**config.mk**
```make
export PLATFORM = sky130hd
export DESIGN_NAME = if_id_buffer
export DESIGN_NICKNAME = d
export VERILOG_FILES = /design/src/rtl/if_id_buffer.sv
export SDC_FILE = /design/constraint.sdc
export NUM_CORES = 1
export LEC_CHECK = 0
export ABC_CLOCK_PERIOD_IN_PS = 5900
export CAP_MARGIN = 20
export CORE_AREA = 3 3 86 88
export DETAILED_ROUTE_END_ITERATION = 8
export DIE_AREA = 0 0 89 91
export PLACE_DENSITY_LB_ADDON = 0.12
export SLEW_MARGIN = 15
export SYNTH_ARGS = -nofsm -noshare
export SYNTH_HDL_FRONTEND = slang
export SYNTH_SLANG_ARGS = --single-unit
```
**constraint.sdc**
```tcl
create_clock -name clk -period 5.9 [get_ports clk]
set_clock_uncertainty 0.05 [all_clocks]
set_input_delay 1.18 -clock clk [delete_from_list [all_inputs] [get_ports clk]]
set_output_delay 1.18 -clock clk [all_outputs]
set_load 0.02 [all_outputs]
```
**src/rtl/if_id_buffer.sv**
```systemverilog
// if_id_buffer: two-entry elastic buffer between instruction fetch and decode.
// It holds {pc, instr} pairs and presents the oldest one to decode.
// A flush empties the buffer so decode sees a NOP bubble.
module if_id_buffer #(
    parameter int unsigned DEPTH    = 2,
    parameter logic [15:0] NOP_WORD = 16'h0000
) (
    input  logic        clk,
    input  logic        reset_n,
    input  logic        fetch_valid,
    input  logic [15:0] fetch_pc,
    input  logic [15:0] fetch_instr,
    input  logic        flush,
    input  logic        decode_ready,
    output logic        fetch_ready,
    output logic        id_valid,
    output logic [15:0] id_pc,
    output logic [15:0] id_pc_plus2,
    output logic [15:0] id_instr,
    output logic [1:0]  occupancy
);

    localparam int unsigned W        = 16;
    localparam logic [1:0]  CNT_FULL = 2'(DEPTH);

    typedef struct packed {
        logic [W-1:0] pc;
        logic [W-1:0] instr;
    } entry_t;

    entry_t      mem_q [2];
    entry_t      mem_d [2];
    logic        wr_ptr_q, wr_ptr_d;
    logic        rd_ptr_q, rd_ptr_d;
    logic [1:0]  count_q, count_d;

    logic        enq;
    logic        deq;
    entry_t      head;

    // Handshake qualifiers; fetch_ready depends only on the registered count.
    always_comb begin
        fetch_ready = (count_q != CNT_FULL);
        id_valid    = (count_q != 2'd0);
        head        = mem_q[rd_ptr_q];
        enq         = fetch_valid & fetch_ready & ~flush;
        deq         = id_valid & decode_ready & ~flush;
    end

    // Head presentation, muxed to the bubble values when empty.
    always_comb begin
        id_pc       = id_valid ? head.pc    : W'(0);
        id_instr    = id_valid ? head.instr : NOP_WORD;
        id_pc_plus2 = id_pc + W'(2);
        occupancy   = count_q;
    end

    // Next-state: flush clears pointers and count, otherwise enq/deq update.
    always_comb begin
        mem_d    = mem_q;
        wr_ptr_d = wr_ptr_q;
        rd_ptr_d = rd_ptr_q;
        count_d  = count_q;
        if (flush) begin
            wr_ptr_d = 1'b0;
            rd_ptr_d = 1'b0;
            count_d  = 2'd0;
        end else begin
            if (enq) begin
                mem_d[wr_ptr_q] = '{pc: fetch_pc, instr: fetch_instr};
                wr_ptr_d        = ~wr_ptr_q;
            end
            if (deq) begin
                rd_ptr_d = ~rd_ptr_q;
            end
            case ({enq, deq})
                2'b10:   count_d = count_q + 2'd1;
                2'b01:   count_d = count_q - 2'd1;
                default: count_d = count_q;
            endcase
        end
    end

    // State registers with synchronous active-low reset.
    always_ff @(posedge clk) begin
        if (!reset_n) begin
            mem_q[0] <= '0;
            mem_q[1] <= '0;
            wr_ptr_q <= 1'b0;
            rd_ptr_q <= 1'b0;
            count_q  <= 2'd0;
        end else begin
            mem_q[0] <= mem_d[0];
            mem_q[1] <= mem_d[1];
            wr_ptr_q <= wr_ptr_d;
            rd_ptr_q <= rd_ptr_d;
            count_q  <= count_d;
        end
    end

endmodule

```
==> impl_metrics.csv, run 1 <==
group,metric,value,unit
layout,diodes,0,
sta,setup_tns,0,ns
synthesis,ys_seq_area_share,40.75,%
place,dpl_cell_area,4203,µm²
floorplan,row_count,30,
synthesis,ys_ff_latch,68,
pwr,powerDensity,208.2,nW/µm²
critical_path,crit_required,4.67,ns
clock_tree,cts_buffers,9,
hold_path,hold_path_class,"flip-flop to flip-flop",
pwr,leakagePower,1.443,nW
hold_path,whs_path_depth,2,
sta,fin_crit_sh,70.66,%
grt,grt_pass1_vias,2613,
floorplan,die_h,91,µm
pwr,vdd_drop_max,144.0,µV
clock_tree,htree_levels,3,
critical_path,r2r_end,"occupancy[1]",
place,place_inst,556,
place,dp_hpwl,5079,µm
route,drt-vias-per-instance,5.075,
layout,layout-area-overhead-vs-synth,30.86,%
synthesis,post_synth_inst_count,413,
critical_path,timing.rr.start,"occupancy[0]",
sta,hold_viol,0,
clock_tree,post_cts_resize_count,0,
route,dr.pass1.iters,4,
route,drt-total-wl,7819,µm
floorplan,ioPinCount,89,
critical_path,critical_path_arrival,2.94,ns
sta,setup-violations-final,0,
floorplan,start_util,49.72,%
grt,grt_pass1_wl,12610,µm
sta,hold_slack,0.4044,ns
synthesis,yosys_warnings,0,
synthesis,synth_nets,452,
critical_path,end_kind,"output port",
grt,grt_max_degree,66,
critical_path,critical_path.max_fanout,23,
sta,fmax,239.9,MHz
critical_path,rr_worst_depth,8,
grt,grt_overflow_total,0,
layout,finalInstanceArea,4372,µm²
clock_tree,post-cts-setup-buffer-count,0,
grt,track_usage,19.75,%
sta,relSlewSlack,37.69,%
run_status,status,"finished clean",
clock_tree,clock_sinks,68,
clock_tree,clockBufferDepth,2,
route,drt-wirelength-per-cell,13.69,µm
floorplan,coreArea,6719,µm²
job,drv_cap,0,
layout,fin_nets,526,
route,ant_nets,0,
place,gp_congestion,0.7985,
critical_path,path_class,"flip-flop to output port",
sta,tightest_slew,0.9346,ns
hold_path,hold_start,"mem_q[55]",
synthesis,synth_cell_types,29,
synthesis,synth.cell_area,3341,µm²
hold_path,hold_end,"mem_q[55]",
clock_tree,clock_latency,0.33,ns
clock_tree,clkTransAtPathRegs,0.06,ns
route,vias,2898,
layout,fin_util,65.07,%
clock_tree,holdBufCountCts,0,
floorplan,fp.dieArea,8099,µm²
grt,antenna_found_initial,0,
place,io_buffers,88,
critical_path,cp-start-kind,"flip-flop",
sta,layout_min_cycle_time,4.169,ns
clock_tree,cts_root_buffer,"clkbuf_8",
sta,rsz0062_at_grt,"false",
route,drt_iter0_markers,123,
floorplan,fp.dieW,89,µm
clock_tree,cts_tree,"built",
layout,drive_gt1_share,6.721,%
route,drc,0,
sta,slew_violations,0,
layout,fin_cells,571,
synthesis,synth_area_per_cell,8.089,µm²
critical_path,r2r_setup_slack,3.61,ns
## report_power, final
group	total [mW]	internal [mW]	switching, mW
logic	0.0972	0.0482	0.0490
clock network	0.334	0.172	0.162
registers	0.479	0.472	0.00700
total	0.910	0.692	0.218
## critical path: stages, from the launching register on
cell and delay (ns):
dfxtp_2 0.53, buf_4 0.44, mux2i_1 0.18, nor3_2 0.18, nand4_2 0.18, nor4_2 0.29, xor2_1 0.17, clkdlybuf4s50_1 0.62
## cells by family after synthesis
group	count (synthesis)	synth area share, %
DFF	68	40.75
AOI/OAI and AO/OA	67	14.83
buffers and inverters	34	5.393
muxes	32	9.588
and+or+nand+nor	194	24.49
adders and majority gates	2	0.7489
xor gates and xnor gates	16	4.195
## layer usage
layer | vias to the layer above | wire length, µm | global-route usage, %
li1 | 1482 | - | -
met5 | - | 0 | 0
met1 | 1330 | 3791 | 27.67
met4 | 0 | 84 | 6.328
met3 | 9 | 372 | 4.356
met2 | 77 | 3570 | 30.01
## how the worst max path moves through the flow
stage | from | endpoint | slack [ns] | cells after the start
finish | rd_ptr_q | id_pc_plus2[13] | 1.73 | 7
global placement | rd_ptr_q | id_pc_plus2[13] | 2.15 | 7
detailed placement | rd_ptr_q | id_pc_plus2[15] | 2.04 | 7
CTS | rd_ptr_q | id_pc_plus2[15] | 1.67 | 7
global route | rd_ptr_q | id_pc_plus2[15] | 1.53 | 7
floorplan | occupancy[0] | id_pc_plus2[7] | 2.40 | 7
## state kept, by name, summed over array words and instances (netlist names)
signal / count
wr_ptr_q: 1
occupancy: 2
rd_ptr_q: 1
mem_q: 64
## through the flow
step,setup slack [ns],power (mW)
3_3_place_gp,2.151,0.5850
2_1_floorplan,2.403,0.5412
4_1_cts,1.671,0.9226
5_1_grt,1.528,0.9504
6_report,1.731,0.9103
3_5_place_dp,2.043,0.5870
## area by class of cell
type                            instances  area [µm²]
Tap cell                               80       100.1
Clock buffer                           13       158.9
Multi-Input combinational cell        311        1812
Inverter                                4       15.01
Fill cell                             590        2347
Sequential cell                        68        1363
Clock inverter                          2       10.01
Timing Repair Buffer                   93       913.4
## synth_stat cells (all sizes together)
cell type,number,area share (%)
xor2,10,2.6
mux2i,32,9.6
nand4,2,0.56
a21oi,2,0.30
inv,4,0.45
nand3,3,0.45
dfxtp,68,41
o21ai,1,0.15
nand3b,1,0.22
nor2,41,4.8
ha,2,0.75
buf,21,3.9
nor4,3,1.1
xnor2,6,1.6
clkbuf,9,1.0
or2,1,0.19
or3,1,0.19
nor3,5,1.2
nand2b,4,0.75
nand2,133,15
a21boi,64,14
## cell usage in the layout (no fill, tap or decap), types with 5 or more instances in the layout
cell,instances
a21boi_0,53
a21boi_1,11
buf_4,5
clkbuf_8,11
clkdlybuf4s50_1,87
dfxtp_1,67
mux2i_1,32
nand2_1,133
nor2_1,35
nor2_2,5
xnor2_1,6
xor2_1,10
Power figures use the tool's default switching activity.
==> run 2: changes to the inputs <==
--- a/config.mk
+++ b/config.mk
@@ -5,11 +5,11 @@
 export SDC_FILE = /design/constraint.sdc
 export NUM_CORES = 1
 export LEC_CHECK = 0
-export ABC_CLOCK_PERIOD_IN_PS = 5900
+export ABC_CLOCK_PERIOD_IN_PS = 4200
 export CAP_MARGIN = 20
-export CORE_AREA = 3 3 86 88
+export CORE_AREA = 3 3 87 89
 export DETAILED_ROUTE_END_ITERATION = 8
-export DIE_AREA = 0 0 89 91
+export DIE_AREA = 0 0 90 92
 export PLACE_DENSITY_LB_ADDON = 0.12
 export SLEW_MARGIN = 15
 export SYNTH_ARGS = -nofsm -noshare
==> constraint.sdc (replaced) <==
create_clock -name clk -period 4.2 [get_ports clk]
set_clock_uncertainty 0.05 [all_clocks]
set_input_delay 0.84 -clock clk [delete_from_list [all_inputs] [get_ports clk]]
set_output_delay 0.84 -clock clk [all_outputs]
set_load 0.02 [all_outputs]
==> impl_metrics.csv, run 2 (same netlist as run 1, synthesis figures left out) <==
group,metric,value,unit
run_status,status,"finished clean",
layout,largest_register,"mem_q",
layout,largest_register_ffs,64,
place,place_ws,0.7686,ns
clock_tree,clock_latency,0.33,ns
sta,relSlewSlack,37.92,%
clock_tree,clkTransAtPathRegs,0.07,ns
route,drt-wirelength-per-cell,13.22,µm
clock_tree,htree_levels,3,
floorplan,fp.dieArea,8280,µm²
clock_tree,cts_buffers,9,
critical_path,cp-start-kind,"flip-flop",
clock_tree,clock_sinks,68,
layout,layout_commonest_cell,"nand2_1",
grt,grt_pass1_wl,13060,µm
sta,hold_viol,0,
grt,grt_pass1_vias,2833,
pwr,vdd_drop_max,227.6,µV
floorplan,row_count,30,
floorplan,coreArea,6832,µm²
sta,fin_crit_sh,89.93,%
critical_path,timing.rr.start,"occupancy[0]",
clock_tree,post_cts_resize_count,0,
route,ant_nets,0,
hold_path,hold_start,"mem_q[35]",
floorplan,start_util,48.90,%
grt,antenna_found_initial,0,
layout,mostFrequentLayoutCells,"nand2_1 (133), clkdlybuf4s50_1 (87), dfxtp_1 (67)",
critical_path,critical_path_arrival,2.89,ns
sta,tightest_slew,0.9312,ns
sta,layout_min_cycle_time,3.777,ns
route,drt-vias-per-instance,4.966,
critical_path,crit_start,"rd_ptr_q",
pwr,powerDensity,305.8,nW/µm²
clock_tree,clockBufferDepth,2,
critical_path,path_class,"flip-flop to output port",
clock_tree,holdBufCountCts,0,
pwr,leakagePower,1.467,nW
place,dp_hpwl,5202,µm
critical_path,critical_path.slowest_cell,"dfxtp_2",
sta,rsz0062_at_grt,"false",
layout,layout-area-overhead-vs-synth,32.66,%
sta,slew_violations,0,
critical_path,crit_required,3.31,ns
sta,fmax,264.8,MHz
critical_path,critical_path.max_fanout,16,
clock_tree,cts_root_buffer,"clkbuf_8",
clock_tree,post-cts-setup-buffer-count,0,
grt,track_usage,19.31,%
route,drt_iter0_markers,154,
layout,drive_gt1_share,7.505,%
place,gp_congestion,0.8066,
clock_tree,cts_tree,"built",
sta,setup_slack,0.4231,ns
floorplan,die_h,92,µm
place,io_buffers,88,
layout,diodes,0,
grt,grt_overflow_total,0,
critical_path,end_kind,"output port",
floorplan,ioPinCount,89,
route,drt-total-wl,7785,µm
critical_path,cp_cell_sequence,"mux2i_1 -> nor2_1 -> ha_1 -> nand3_1 -> nor3_1 -> xor2_1 -> clkdlybuf4s50_1",
layout,fin_nets,527,
hold_path,hold_path_class,"flip-flop to flip-flop",
floorplan,fp.dieW,90,µm
route,drc,0,
grt,grt_max_degree,66,
critical_path,cpPeakStageDelay,0.64,ns
sta,setup_tns,0,ns
sta,setup-violations-final,0,
job,drv_cap,0,
route,vias,2925,
route,dr.pass1.iters,4,
==> run 2: path summary, 6_finish.rpt <==
kind	to	cells past startpoint	slack, ns
setup / recovery	id_pc_plus2[7]	7	0.42
hold reg to reg	mem_q[35]	2	0.40
hold / removal	mem_q[35]	2	0.40
setup reg to reg	mem_q[60]	6	1.92
==> run 2: where the power goes <==
| part | internal [mW] | switching, mW | total [mW] |
|---|---|---|---|
| sequential | 0.663 | 0.0103 | 0.673 |
| clock | 0.303 | 0.243 | 0.545 |
| combinational | 0.0684 | 0.0687 | 0.137 |
==> run 2: per-layer routing <==
| layer | up-vias | global-route usage (%) | routed length (µm) |
|---|---|---|---|
| met2 | 91 | 32.48 | 3592 |
| met5 | - | 0 | 0 |
| met4 | 0 | 7.270 | 100 |
| met3 | 8 | 3.774 | 454 |
| met1 | 1339 | 24.53 | 3638 |
| li1 | 1487 | - | - |
==> run 2: worst max-delay path: cells and delay by family, from the launching register on <==
family / cells / cell delay, ns
adder cells (fa/ha/maj): 1 / 0.26
multiplexers: 1 / 0.14
AND/OR/NAND/NOR: 3 / 0.74
XOR/XNOR: 1 / 0.16
buffers and inverters: 1 / 0.61
flip-flops: 1 / 0.64
==> run 2: stage by stage <==
stage	hold slack, ns	util, %	instances	total power [mW]	area (µm²)
CTS	0.4036	64.87	589	1.365	4432
global placement	0.3912	61.92	573	0.8232	4230
finish	0.4022	64.87	589	1.355	4432
floorplan	0.3844	-	413	0.7603	3341
detailed placement	0.3941	61.92	573	0.8251	4230
global route	0.4227	64.87	589	1.404	4432
==> run 2: cell type report <==
class,instances,area (µm²)
clock buffer,11,151.4
fill,610,2400
multi-input combinational,311,1812
inverter,4,15.01
clock inverter,5,50.05
sequential,68,1363
timing repair buffer,94,920.9
tap,96,120.1
==> run 3: changes to the inputs <==
--- a/config.mk
+++ b/config.mk
@@ -11,6 +11,7 @@
 export DETAILED_ROUTE_END_ITERATION = 8
 export DIE_AREA = 0 0 90 92
 export PLACE_DENSITY_LB_ADDON = 0.12
+export SETUP_SLACK_MARGIN = 0.4
 export SLEW_MARGIN = 15
 export SYNTH_ARGS = -nofsm -noshare
 export SYNTH_HDL_FRONTEND = slang
==> impl_metrics.csv, run 3 (same netlist as run 1, synthesis figures left out) <==
group,metric,value,unit
route,drt-total-wl,7796,µm
grt,grt_pass1_wl,13060,µm
grt,track_usage,19.31,%
layout,layout-area-overhead-vs-synth,32.81,%
hold_path,hold_path_class,"flip-flop to flip-flop",
critical_path,end_kind,"output port",
sta,setup_tns,0,ns
floorplan,die_h,92,µm
critical_path,cpPeakStageDelay,0.61,ns
floorplan,start_util,48.90,%
pwr,p_sw_share,23.75,%
critical_path,worstPathBufferInverterCount,1,
layout,fillers,609,
pwr,powerDensity,305.3,nW/µm²
layout,largest_register,"mem_q",
sta,layout_min_cycle_time,3.584,ns
sta,fmax,279.0,MHz
layout,fin_nets,527,
layout,drive_gt1_share,7.708,%
place,gp_congestion,0.8066,
route,ant_nets,0,
pwr,power.share.clock,40.2,%
clock_tree,cts_buffers,9,
critical_path,path_class,"flip-flop to output port",
pwr,p_int,1.033,mW
floorplan,coreArea,6832,µm²
pwr,seq_power_share,49.6,%
layout,final-seq-area,1365,µm²
clock_tree,clkTransAtPathRegs,0.07,ns
route,drt_iter0_markers,156,
clock_tree,clock_sinks,68,
route,vias,2928,
sta,slew_violations,0,
layout,multi_input_area,1814,µm²
route,dr.pass1.iters,4,
layout,layout_commonest_cell,"nand2_1",
clock_tree,cts_tree,"built",
critical_path,critical_path_arrival,2.69,ns
clock_tree,clock_latency,0.33,ns
floorplan,row_count,30,
clock_tree,post-cts-setup-buffer-count,0,
layout,diodes,0,
grt,grt_overflow_total,0,
floorplan,fp.dieW,90,µm
critical_path,crit_required,3.31,ns
clock_tree,htree_levels,3,
layout,fin_cells,589,
sta,setup-violations-final,0,
critical_path,r2r_setup_slack,1.90,ns
place,place_inst,573,
layout,fin_util,64.95,%
sta,rsz0062_at_grt,"false",
critical_path,path_delay_family,"simple AND/OR/NAND/NOR gates",
layout,mostFrequentLayoutCells,"nand2_1 (133), clkdlybuf4s50_1 (87), dfxtp_1 (67)",
run_status,status,"finished clean",
layout,largest_register_ffs,64,
job,drv_cap,0,
sta,relSlewSlack,37.76,%
critical_path,cp_cell_sequence,"mux2i_1 -> nor2_1 -> ha_1 -> nand3_1 -> nor3_1 -> xor2_1 -> clkdlybuf4s50_1",
sta,fin_crit_sh,85.34,%
pwr,leakagePower,1.467,nW
floorplan,fp.dieArea,8280,µm²
critical_path,critical_path.max_fanout,16,
grt,grt_max_degree,66,
sta,tightest_slew,0.9337,ns
clock_tree,cts_root_buffer,"clkbuf_8",
place,io_buffers,88,
clock_tree,clockBufferDepth,2,
grt,antenna_found_initial,0,
critical_path,cp-start-kind,"flip-flop",
pwr,comb_power_share,10.1,%
pwr,p_sw,321.7,µW
route,drc,0,
sta,hold_viol,0,
grt,grt_pass1_vias,2833,
pwr,vdd_drop_max,227.6,µV
route,drt-vias-per-instance,4.971,
place,dp_hpwl,5202,µm
critical_path,critical_path.slowest_cell,"clkdlybuf4s50_1",
floorplan,ioPinCount,89,
route,drt-wirelength-per-cell,13.24,µm
run 3: power groups by stage:
stage	Combinational [mW]	Clock, mW	Sequential [mW]
6_report	0.137	0.545	0.672
5_1_grt	0.151	0.579	0.674
3_5_place_dp	0.137	0	0.688
4_1_cts	0.138	0.554	0.673
2_1_floorplan	0.0754	0	0.685
3_3_place_gp	0.136	0	0.687
run 3: stage by stage:
stage	setup WS (ns)	hold slack, ns	power [mW]	instance area [µm²]
detailed placement	0.7686	0.3941	0.8251	4230
CTS	0.4081	0.4036	1.365	4432
floorplan	1.043	0.3844	0.7603	3341
global route	0.4011	0.4227	1.403	4437
finish	0.6158	0.4022	1.355	4437
global placement	0.8352	0.3912	0.8232	4230
run 3: worst reg2reg max path, cell delays in order (launching register included):
cell,delay (ns)
dfxtp_1,0.46
nand2b_1,0.18
nand3b_1,0.24
nor2_2,0.69
buf_4,0.37
nand2_1,0.07
a21boi_0,0.17
run 3: area by class of cell:
cell class / count / share of cell area, %
repair buffers: 94 / 20.76
well taps: 96 / 2.707
inverters: 4 / 0.3384
flip-flops and latches: 68 / 30.77
clock inverters: 5 / 1.128
multi-input cells: 311 / 40.89
clock buffers: 11 / 3.412
run 3: repair_timing:
item / 4_1_cts / 5_1_grt
gates resized for setup: 0 / 2
hold buffers: 0 / 0
setup endpoints to repair: 0 / 7
run 3: routing by layer:
layer | wire length (µm) | part of all wire, % | global-route usage, %
met5 | 0 | 0 | 0
met4 | 100 | 1.3 | 7.270
met3 | 467 | 6.0 | 3.774
met2 | 3613 | 46 | 32.48
met1 | 3615 | 46 | 24.53
run 3: final timing paths:
path	to	start	depth (start not counted)
setup / recovery	id_pc_plus2[7]	rd_ptr_q	7
hold / removal	mem_q[35]	mem_q[35]	2
setup reg to reg	mem_q[60]	occupancy[0]	6
hold reg to reg	mem_q[35]	mem_q[35]	2
